[config.mk]
export PLATFORM = sky130hd
export DESIGN_NAME = systolic_feed_scheduler
export DESIGN_NICKNAME = d
export VERILOG_FILES = /design/src/rtl/systolic_feed_scheduler.sv
export SDC_FILE = /design/constraint.sdc
export NUM_CORES = 1
export LEC_CHECK = 0
export CELL_PAD_IN_SITES_DETAIL_PLACEMENT = 2
export CELL_PAD_IN_SITES_GLOBAL_PLACEMENT = 2
export CORE_MARGIN = 3
export CORE_UTILIZATION = 37
export DETAILED_ROUTE_END_ITERATION = 6
export PLACE_DENSITY_LB_ADDON = 0.1
export SYNTH_ARGS = -nofsm -noshare
export SYNTH_HDL_FRONTEND = slang
export SYNTH_SLANG_ARGS = --single-unit
[constraint.sdc]
create_clock -name clk -period 8.8 [get_ports clk]
set_input_delay 1.76 -clock clk [delete_from_list [all_inputs] [get_ports clk]]
set_output_delay 1.76 -clock clk [all_outputs]
set_load 0.05 [all_outputs]
[src/rtl/systolic_feed_scheduler.sv]
// Diagonally skewed read-strobe sequencer for the per-row input FIFOs that
// feed the left edge of a systolic array. Row r starts r cycles after row 0
// and reads L elements. Any underrun on a scheduled row freezes the whole
// schedule, so the skew between rows is always preserved.
module systolic_feed_scheduler #(
  parameter int ROWS  = 4,
  parameter int LEN_W = 5
) (
  input  logic             clk,
  input  logic             reset_n,
  input  logic             start,
  input  logic             abort,
  input  logic [LEN_W-1:0] len,
  input  logic [ROWS-1:0]  fifo_empty,
  output logic [ROWS-1:0]  read,
  output logic [ROWS-1:0]  row_valid,
  output logic             busy,
  output logic             stall,
  output logic             done
);

  // Schedule step counter must reach L+ROWS-1 without wrapping.
  localparam int T_W = LEN_W + $clog2(ROWS) + 1;

  typedef enum logic [1:0] {IDLE, RUN, DONE} state_t;

  state_t           state, state_next;
  logic [T_W-1:0]   t, t_next;
  logic [LEN_W-1:0] len_q, len_next;
  logic [T_W-1:0]   t_inc;
  logic [T_W-1:0]   last_step;
  logic [ROWS-1:0]  sched;

  assign t_inc     = t + T_W'(1);
  assign last_step = T_W'(len_q) + T_W'(ROWS - 1);

  // Which rows are inside their read window at the current schedule step.
  always_comb begin
    for (int r = 0; r < ROWS; r++) begin
      sched[r] = (state == RUN) && (t >= T_W'(r)) && (t < T_W'(r) + T_W'(len_q));
    end
  end

  // Only rows that are actually due this step can freeze the schedule; the
  // abort gate makes the strobes drop in the same cycle abort is seen.
  assign stall = (state == RUN) && |(sched & fifo_empty);
  assign read  = sched & {ROWS{~stall & ~abort}};
  assign busy  = (state != IDLE);
  assign done  = (state == DONE);

  // Next-state, counter and length-latch decisions.
  always_comb begin
    // NOTE: every variable gets its default before the case so no path leaves
    // it unassigned, which would otherwise infer a latch.
    state_next = state;
    t_next     = t;
    len_next   = len_q;
    unique case (state)
      IDLE: begin
        if (start && !abort) begin
          len_next   = len;
          t_next     = '0;
          state_next = (len == '0) ? DONE : RUN;
        end
      end
      RUN: begin
        if (abort) begin
          state_next = IDLE;
        end else if (!stall) begin
          t_next = t_inc;
          if (t_inc == last_step) state_next = DONE;
        end
      end
      DONE: begin
        state_next = IDLE;
      end
      default: begin
        state_next = IDLE;
      end
    endcase
  end

  // State, counter and latched length registers.
  always_ff @(posedge clk or negedge reset_n) begin
    // NOTE: sequential state uses non-blocking assignments so every register
    // samples pre-edge values regardless of statement order.
    if (!reset_n) begin
      state <= IDLE;
      t     <= '0;
      len_q <= '0;
    end else begin
      state <= state_next;
      t     <= t_next;
      len_q <= len_next;
    end
  end

  // Data-valid toward the array follows the read strobe by one cycle; read is
  // already zero during an abort, so the cycle after an abort is clear.
  always_ff @(posedge clk or negedge reset_n) begin
    if (!reset_n) row_valid <= '0;
    else          row_valid <= read;
  end

endmodule

### Word-level counts from Yosys, hierarchy flattened

Index checks and enable logic that the tools add are counted.
Widths: inputs -> output; s select.

| operators by class | value |
|---|---|
| $add $sub $neg | 4 |
| $mul | 0 |
| divide/modulo/power cells | 0 |
| order comparisons | 8 |
| equality and inequality tests | 8 |
| shifts and indexed selects | 0 |
| muxes and demuxes | 10 |
| bitwise operators | 5 |
| reductions and logical operators | 19 |

Operators with widths:

| kind | count |
|---|---|
| $lt 8x6->1 | 3 |
| $mux 8 | 3 |
| $ge 8x1->1 const B | 2 |
| $ge 8x2->1 const B | 2 |
| $pmux 8 s2 | 1 |
| $add 2x5->6 const A | 2 |
| $logic_and 1x1->1 | 10 |
| $mux 2 | 5 |
| $add 8x1->8 const B | 1 |
| $and 4x4->4 | 2 |
| $eq 8x6->1 | 1 |
| $lt 8x5->1 | 1 |
| $add 1x5->6 const A | 1 |
| $ne 2x2->1 const B | 3 |
| $logic_not 5->1 | 1 |
| $pmux 2 s2 | 1 |
| $reduce_and 4->1 | 1 |
| $reduce_bool 2->1 | 2 |
| $reduce_or 4->1 | 1 |
| $ne 3x2->1 const B | 1 |
| $ne 3x3->1 const B | 1 |
| $reduce_and 3->1 | 1 |
| $eq 2x1->1 const B | 1 |
| $eq 2x2->1 const B | 1 |
| other kinds (5) | 6 |

| storage, ports and cells | value |
|---|---|
| flip-flop bits (word level) | 19 |
| latch bits | 0 |
| RAM bits | 0 |
| memory bits (read-only) | 0 |
| input port bits | 13 |
| output and inout bits | 11 |
| word-level logic and storage cells | 58 |
| memories kept | 0 |

### Logic depth before layout (Yosys ltp)

Gate-level depths: netlist of run 1.

| depth | value |
|---|---|
| depth in word-level cells | 9 |
| gate-level depth with buffers | 13 |
| depth with buffers taken out | 12 |

### Least setup slack after synthesis of run 1

OpenSTA, ideal clock, no wires.

| timing | value |
|---|---|
| path kind | input -> output |
| start | input port fifo_empty[1] |
| end | output port read[1] |
| data arrival time | 3.998 ns |
| required time | 7.040 ns |
| path slack | 3.042 ns |
| stages on the path | 5 |
| buffers on the path | 0 |
| path through | nand4b_1 > nor3_1 > or4_4 > or3_2 > nor3_1 |

| between the ends | value |
|---|---|
| cells in the longest elaborated chain, start to end | 6 |

RTL lines:

| item | RTL line | source |
|---|---|---|
| from (decl) | 14 | `input logic [ROWS-1:0] fifo_empty,` |
| $and 4x4->4 | 46 | `assign stall = (state == RUN) && \|(sched & fifo_empty);` |
| $reduce_or 4->1 | 46 |  |
| $logic_and 1x1->1 | 46 |  |
| $not 1->1 | 47 | `assign read = sched & {ROWS{~stall & ~abort}};` |
| $and 1x1->1 | 47 |  |
| $and 4x4->4 | 47 |  |
| to (decl) | 15 | `output logic [ROWS-1:0] read,` |

Every way passes these cells.

### Final worst setup path of run 1

| timing | value |
|---|---|
| start | input port fifo_empty[1] |
| end | output port read[2] |

Same word-level chain as after synthesis.

==> metrics.txt, run 1 <==
Yosys warning count=0; synth cell count leaders=ha_1 (30), dfrtp_1 (19), nand2_1 (16), xnor2_1 (16), o21ai_0 (14); post-CTS setup buffer count=0; Slew @ Worst Pin=1.21 ns; Leak=0.000919 uW; r2r setup slk=5.26 ns; global route overflow=0; ANT cells=0; DR iter-0 viols=64; WP data arrival=4.67 ns; final WL=5.65 mm; post-DP HPWL=4.51 mm; Worst slew margin=0.183; Syn Area/Cell=8.90 sq um; ys flop type=dfrtp_1; Syn Nets=249; met1 Usage GRT=0.269; gpl congestion=0.823; Critical Path Start Type=primary input; Worst Reg-to-Reg Cells=10; endpoint class of the critical path=output port; via count=1642; H-Tree Level Count=1; GRT met2 Usage=0.361; IO Port Bufs=23; post-CTS sizing=0; Pins Over Slew Limit=0; capturing point of the worst reg2reg path=row_valid[1]; setup total negative slack=0 ns; area leader, netlist=dfrtp_1; CTS buffer count=3; EDFF count, synth=0; Crit Path Class=primary input to output port; Mapped Area=1830 sq um; Area growth, synth to finish=17.4%; vias in the first global route=1821; IO Pins=24; die footprint=5840 sq um; placed insts=288; cell row count=24; Power Density=150 nW/um^2; CTS tree=yes; endpoints failing hold=0; R2R Path Start=len_q[2]; first-pass GRT wire length=9.58 mm; CTS root buffer=clkbuf_8; crit path max fanout=12; unique cell type count in the Yosys netlist=42; number of synthesized register bits=19; post-layout min period=6.43 ns; Storage cell area=475 sq um; Area contributors post-synth=dfrtp_1 (26%), ha_1 (20%), xnor2_1 (7.6%), o21ai_0 (3.8%), o31ai_1 (3.7%); hold_buf cts=0; maximum VDD drop=0.0000707 V; Worst Hold Depth=2; clk_skew=0.00376 ns; area post-placement=2110 sq um; hold crit path type=register to register; Final #Nets=271; CP Data Required Time=7.04 ns; Routed WL per cell=19.4 um; first drt pass iteration count=4; Reg clk slew, reported paths=0.08 ns; Skew-Pair Late Insertion Delay=0.26 ns; Synth top area share=0.259; FMAX=156 MHz; DRC=0; Top Usage Layer GRT=met2; RSZ-0062 raised after global routing=no; Setup-failing EPs final=0; clk sinks=19; fin area=2150 sq um; met3 Use GR=0.0260; crit path capture=read[2]; clock buffer depth=2; die boundary height=76.4 um; Async SR Flop Fraction=1.00; Total Routing Usage GR=0.206; die extent in x=76.4 um; register area share after synthesis=0.259; most frequent cell after synthesis=ha_1; initial core utilization=0.402; initial antenna violation count=0; max cap viols=0; share of cells above drive strength 1=0.0661; CP startpoint=fifo_empty[1]; Final Cycle Share=0.730; Multi-input gate area=1260 sq um; Vias/cell=5.62; Antenna Nets Post-Route=0; status=complete, no violations; FILL cells=522; number of cells produced by synthesis=206; core area=4560 sq um; largest net degree at the start of global routing=20; fin cells=292
[cell usage in the layout (no fill, tap or decap), types with 4 or more instances in the layout]
cell type / instances
ha_1: 30
clkdlybuf4s50_1: 23
dfrtp_1: 19
xnor2_1: 16
nand2_1: 16
o21ai_0: 14
inv_1: 12
nand3_1: 9
a21oi_1: 9
nor3_1: 9
nor2_1: 9
o31ai_1: 9
nand4_1: 4
nand2b_1: 4
[registers in the layout (all words and copies together) (netlist names)]
register	flops
len_q	5
row_valid	4
state	2
t	8
[where the power goes]
| part | switching [uW] | internal, uW | total, uW |
|---|---|---|---|
| Clock | 32.4 | 32.3 | 64.6 |
| Combinational | 88.2 | 61.9 | 150 |
| Sequential | 14.9 | 94.2 | 109 |
| Total | 135 | 188 | 324 |
[routing by layer]
metal,part of all wire,up-vias,wire [um]
met1,0.47,821,2660
met4,0.011,0,61
li1,-,786,-
met5,0,-,0
met2,0.49,29,2780
met3,0.027,6,150
[per-stage QoR]
stage                     hold slack, ns  utilization  total power [uW]  worst slack [ns]
after floorplan                    0.551            -               212              3.04
after global placement             0.583        0.462               249              2.48
after detailed placement           0.616        0.462               260              2.37
after CTS                          0.633        0.472               327              2.36
after global routing               0.674        0.472               352              2.17
final                              0.633        0.472               324              2.37
[worst min-delay path by stage]
stage	to	startpoint
6_report	t[6]	t[6]
5_1_grt	t[6]	t[6]
4_1_cts	t[6]	t[6]
3_5_place_dp	t[7]	t[7]
3_3_place_gp	t[7]	t[7]
2_1_floorplan	t[7]	t[7]
[critical path: stages]
cell and delay (ns):
clkdlybuf4s50_1 0.41, nand4b_1 0.12, nor3_1 0.09, or4_4 0.66
or3_2 0.53, nor3_1 0.24, clkdlybuf4s50_1 0.86
[logic make-up (layout without fill, tap and decap cells)]
group           count (synthesis)  count (layout)  share of synthesized area
fa+ha+maj                      30              30                      0.205
xor+xnor                       19              19                     0.0907
compound gates                 40              40                      0.148
simple gates                   78              78                      0.246
buf+inv                        20              41                     0.0512
flops                          19              19                      0.259
[layout make-up]
class                      instances  share of cell area
tap                               65              0.0378
multi-input combinational        167               0.587
sequential                        19               0.221
inverter                          13              0.0227
timing repair buffer              24               0.110
clock buffer                       4              0.0209
No activity file was read; power rests on OpenSTA's default activity.
==> run 2: changes to the inputs <==
- CORE_UTILIZATION: 37 -> 34
- clock period: 8.8 -> 6.7 ns (I/O delays scaled with it)
==> metrics.txt, run 2 (synthesized netlist as in run 1, its figures left out) <==
endpoints failing hold=0 (unchanged); endpoint class of the critical path=output port; Final Cycle Share=0.868; hold_buf cts=0 (unchanged); r2r setup slk=3.24 ns (-2.02 ns); Leak=0.000919 uW (unchanged); clock buffer depth=2 (unchanged); RSZ-0062 raised after global routing=no; Total Routing Usage GR=0.201 (-0.00433); Critical Path Start Type=register; area post-placement=2110 sq um (+0.30%); Largest regs=t: 8 flops, len_q: 5 flops, row_valid: 4 flops; FMAX=172 MHz; maximum VDD drop=0.0000919 V (+30%); CTS tree=yes; fin area=2160 sq um (+0.29%); initial core utilization=0.355 (-0.0472); Crit Path Class=register to output port; Hold Crit Start=t[7]; Routed WL per cell=20.0 um (+3.2%); WP data arrival=4.47 ns (-0.20 ns); die boundary height=79.5 um (+4.0%); Power Density=197 nW/um^2 (+31%); max cap viols=0 (unchanged); crit path max fanout=12 (unchanged); initial antenna violation count=0 (unchanged); first drt pass iteration count=4 (unchanged); post-layout min period=5.81 ns; setup total negative slack=0 ns (unchanged); core area=5170 sq um (+13%); Setup-failing EPs final=0 (unchanged); H-Tree Level Count=1 (unchanged); most common cell after layout, fill and taps aside=ha_1; Top reg by flops=t; Slew @ Worst Pin=1.18 ns (-0.0316 ns); die footprint=6310 sq um (+8.1%); IO Pins=24 (unchanged); largest net degree at the start of global routing=20 (unchanged); Skew-Pair Late Insertion Delay=0.26 ns (about the same); DRC=0 (unchanged); R2R Path Start=len_q[1]; gpl congestion=0.810 (-1.7%); ANT cells=0 (unchanged); cell row count=26 (+8.3%); post-CTS setup buffer count=0 (unchanged); global route overflow=0 (unchanged); first-pass GRT wire length=9.89 mm (+3.2%); commonest cells after routing, fill and taps aside=ha_1 (30), clkdlybuf4s50_1 (23), dfrtp_1 (19); die extent in x=79.5 um (+4.0%); Area growth, synth to finish=17.7%; CP Data Required Time=5.36 ns (-1.68 ns); vias in the first global route=1875 (+3.0%); status=complete, no violations; clk_skew=0.00425 ns (+0.000489 ns); share of cells above drive strength 1=0.0661 (unchanged); Final #Nets=271 (unchanged); DR iter-0 viols=36 (-44%); via count=1667 (+1.5%); total power=425 uW (+31%); Pins Over Slew Limit=0 (unchanged); number of flip-flops under the largest register name=8 (unchanged); CTS buffer count=3 (unchanged); Antenna Nets Post-Route=0 (unchanged); CTS root buffer=clkbuf_8; Reg clk slew, reported paths=0.07 ns (about the same); IO Port Bufs=23 (unchanged); clk sinks=19 (unchanged); Worst slew margin=0.207 (+0.0241); final WL=5.93 mm (+4.9%); hold crit path type=register to register; post-DP HPWL=4.67 mm (+3.5%); Vias/cell=5.61 (-0.19%); post-CTS sizing=0 (unchanged); CP startpoint=len_q[1]; final core utilization=0.418 (-0.0543)
-- run 2: cell counts in the layout (fill, tap and decap cells not counted) --
Identical to the previous run, type by type.
-- run 2: area by class of cell --
class	instances	area [sq um]
tap	70	87.6
clock buffer	4	45.0
inverter	13	48.8
fill	579	3010
sequential	19	475
timing repair buffer	24	238
multi-input combinational	167	1260
-- run 2: per-stage QoR --
step	instances	worst slack [ns]	hold WS [ns]
2_1_floorplan	206	1.62	0.551
4_1_cts	297	0.831	0.625
5_1_grt	297	0.623	0.688
3_3_place_gp	293	1.25	0.583
6_report	297	0.886	0.620
3_5_place_dp	293	1.13	0.610
-- run 2: critical path, stage by stage (launching register included) --
cell and delay [ns]:
dfrtp_1 0.44, inv_1 0.14, ha_1 0.23, a21oi_1 0.21, xnor2_1 0.22, inv_1 0.09, ha_1 0.31, a21oi_1 0.09
o22ai_1 0.23, nor3_1 0.10, or4_4 0.54, or3_2 0.52, nor3_1 0.23, clkdlybuf4s50_1 0.86
-- run 2: power breakdown --
part	internal (uW)	switching [uW]	total (uW)
logic	80.9	115	196
clock network	42.4	42.0	84.4
registers	124	21.5	145
-- run 2: path summary, 6_finish.rpt --
| check | endpoint | depth (start not counted) |
|---|---|---|
| worst max-delay path | read[1] | 13 |
| worst min-delay path | t[7] | 2 |
| worst max register to register | row_valid[1] | 12 |
| worst min register to register | t[7] | 2 |
| max in group asynchronous | len_q[1] | 1 |
| min in group asynchronous | t[0] | 1 |
-- run 2: routing by layer --
metal / global-route usage / share of wire / up-vias
met5: 0 / 0 / -
li1: - / - / 782
met1: 0.262 / 0.47 / 848
met4: 0.0378 / 0.014 / 0
met3: 0.0361 / 0.024 / 9
met2: 0.348 / 0.49 / 28
==> variant, RTL diff (config.mk and constraints of run 1) <==
The parameter `ROWS` goes from 4 to 2.
--- a/src/rtl/systolic_feed_scheduler.sv
+++ b/src/rtl/systolic_feed_scheduler.sv
@@ -4,5 +4,5 @@
 // schedule, so the skew between rows is always preserved.
 module systolic_feed_scheduler #(
-  parameter int ROWS  = 4,
+  parameter int ROWS  = 2,
   parameter int LEN_W = 5
 ) (
Interface: changed (resized fifo_empty, read and row_valid); port bits go from 24 to 18. No check against the original RTL was run, so the function may have changed too.
==> variant against run 1 <==
Sequential cell count down 3. Register-to-register slack improved by 760 ps. Worst setup slack gained 970 ps. Sequential share of layout area up 5.0 points. Synthesized area is 31% lower. Clock power is 38% lower. Cell area is 31% lower. Total power rose by 4.0%. Wire length decreased by 37%. Non-clock buffer count is 7 lower. Critical path type unchanged. Largest cell class unchanged.
==> variant: results (changes against run 1) <==
outcome:
  status: "finished, final reports clean"
cts:
  post_cts_buffers: 0  # unchanged
  clock_latency_ps: 290  # +30 ps
  root_buffer: "clkbuf_4"
  cts_buffers: 3  # unchanged
  clockBufferDepth: 2  # unchanged
  clk_pin_slew_ps: 90
  ctsResizeCount: 0  # unchanged
  cts_htree_levels: 1  # unchanged
critical_path:
  timing.rr.start: "len_q[2]$_DFFE_PN0P_"
  cp.arrival_ps: 3700  # -970 ps
  cp_top_family: "buffers and inverters"
  cp-startpoint: "fifo_empty[1]"
  path_max_fanout: 4  # -8
  crit_slowest_cell: "clkdlybuf4s50_1"
  critical_path.max_stage_delay_ps: 880  # +20 ps
grt:
  grt_max_degree: 17  # -15%
  antenna_found_initial: 0  # unchanged
  grt_util_all_layers_pct: 19.83  # -0.73 points
  grt_pass1_vias: 1216  # -33%
  grt_first_pass_wirelength_mm: 6.313  # -34%
yosys:
  synthArstFlopShare_pct: 100.0  # unchanged
  synth_cells: 136  # -34%
  synth_edf_count: 0  # unchanged
  syn_nets: 161  # -35%
  synth_commonest_cells: "16 x dfrtp_1, 14 x ha_1, 11 x nand2_1, 11 x xnor2_1, 10 x inv_1"
  ys_seq_area_share_pct: 31.84  # +5.9 points
  synthTopCellsByArea: "dfrtp_1 32%, ha_1 14%, xnor2_1 7.7%, nand2_1 3.3%, inv_1 3.0%"
  ys_types: 40  # -4.8%
  ys.warnings.count: 0  # unchanged
power:
  ir_drop_v: 0.00008222  # +16%
  swShare_pct: 46.70  # +4.9 points
  power.leakage_uw: 0.0006204  # -33%
layout:
  drive_above_1_share_pct: 9.804  # +3.2 points
  top_regs: "t: 7 flops, len_q: 5 flops"
  instances_no_fill: 197  # -33%
  n_antenna_cell: 0  # unchanged
  final_nets: 180  # -34%
timing:
  relSlewSlack_pct: 20.43  # +2.1 points
  fin_crit_ps: 5456  # -970.1 ps
  fin_worst_skew_ps: 7.615  # +3.856 ps
hold_path:
  min_from: "len_q[4]$_DFFE_PN0P_"
  hp-class: "reg -> reg"
route:
  drtPass1Iterations: 4  # unchanged
  routedWlPerCell_um: 18.15  # -6.3%
  drt_iter0_drc: 45  # -30%
  routed_via_density: 5.452  # -3.1%
placement:
  place_inst: 194  # -33%
  placed_area_mm2: 0.001456  # -31%
  hpwl_mm: 2.905  # -36%
  gp_congestion: 0.7522  # -8.6%
  portBuffers: 17  # -26%
variant: cell count changes in the layout (fill, tap and decap cells not counted), sizes merged, moves of 3 or more:
cell,change
xnor2,-5
ha,-16
nand4b,-3
nor3,-5
nand4,-3
dfrtp,-3
or4,-3
nand2,-4
clkdlybuf4s50,-6
o31ai,-4
a21oi,-7
variant: path summary, 6_finish.rpt:
kind / cells after the start / to / slack [ps]
max reg2reg: 8 / state[0]$_DFFE_PN0P_ / 6020
max in group asynchronous: 1 / len_q[1]$_DFFE_PN0P_ / 6390
min reg2reg: 2 / len_q[4]$_DFFE_PN0P_ / 600
min: 2 / len_q[4]$_DFFE_PN0P_ / 600
min in group asynchronous: 1 / row_valid[1]$_DFF_PN0_ / 1910
max: 5 / read[1] / 3340
variant: power groups by stage:
| stage | registers [uW] | clock network [uW] | logic, uW |
|---|---|---|---|
| floorplan | 110 | 0 | 132 |
| global placement | 106 | 0 | 180 |
| detailed placement | 107 | 0 | 191 |
| finish | 105 | 40.2 | 191 |
| CTS | 106 | 42.1 | 193 |
| global route | 109 | 45.9 | 213 |
variant: kinds of logic after synthesis:
logic type	share of synthesized area, %
compound gates	19.60
mux	0.7961
xor+xnor	9.055
flops	31.84
simple gates	19.70
fa+ha+maj	13.93
buf+inv	5.075
variant: tightest hold or removal path: cells and delay by family (launching register included):
kind                   cells  cell delay, ps
AOI/OAI and AO/OA          1             140
buffers and inverters      1              90
DFF                        1             340
variant: area by class of cell:
class / instances / area [um2]
Fill cell: 365 / 1674
Multi-Input combinational cell: 107 / 793.3
Sequential cell: 16 / 400.4
Timing Repair Buffer: 17 / 170.2
Tap cell: 44 / 55.05
Inverter: 10 / 37.54
Clock buffer: 3 / 22.52
variant: layer usage:
metal	vias to the layer above	part of all wire [%]	global-route usage (%)
met2	23	52	34.41
met1	532	43	25.16
met3	4	4.7	2.988
met5	-	0	0
li1	515	-	-
met4	0	1.0	6.069
variant: per-stage QoR:
| stage | setup WS (ps) | total power, uW | hold slack, ps |
|---|---|---|---|
| after global placement | 3420 | 285.8 | 558.7 |
| after detailed placement | 3353 | 298.7 | 585.0 |
| after CTS | 3339 | 340.7 | 607.9 |
| final | 3344 | 336.9 | 600.1 |
| after global routing | 3201 | 368.3 | 663.0 |
| after floorplan | 3173 | 242.2 | 519.0 |
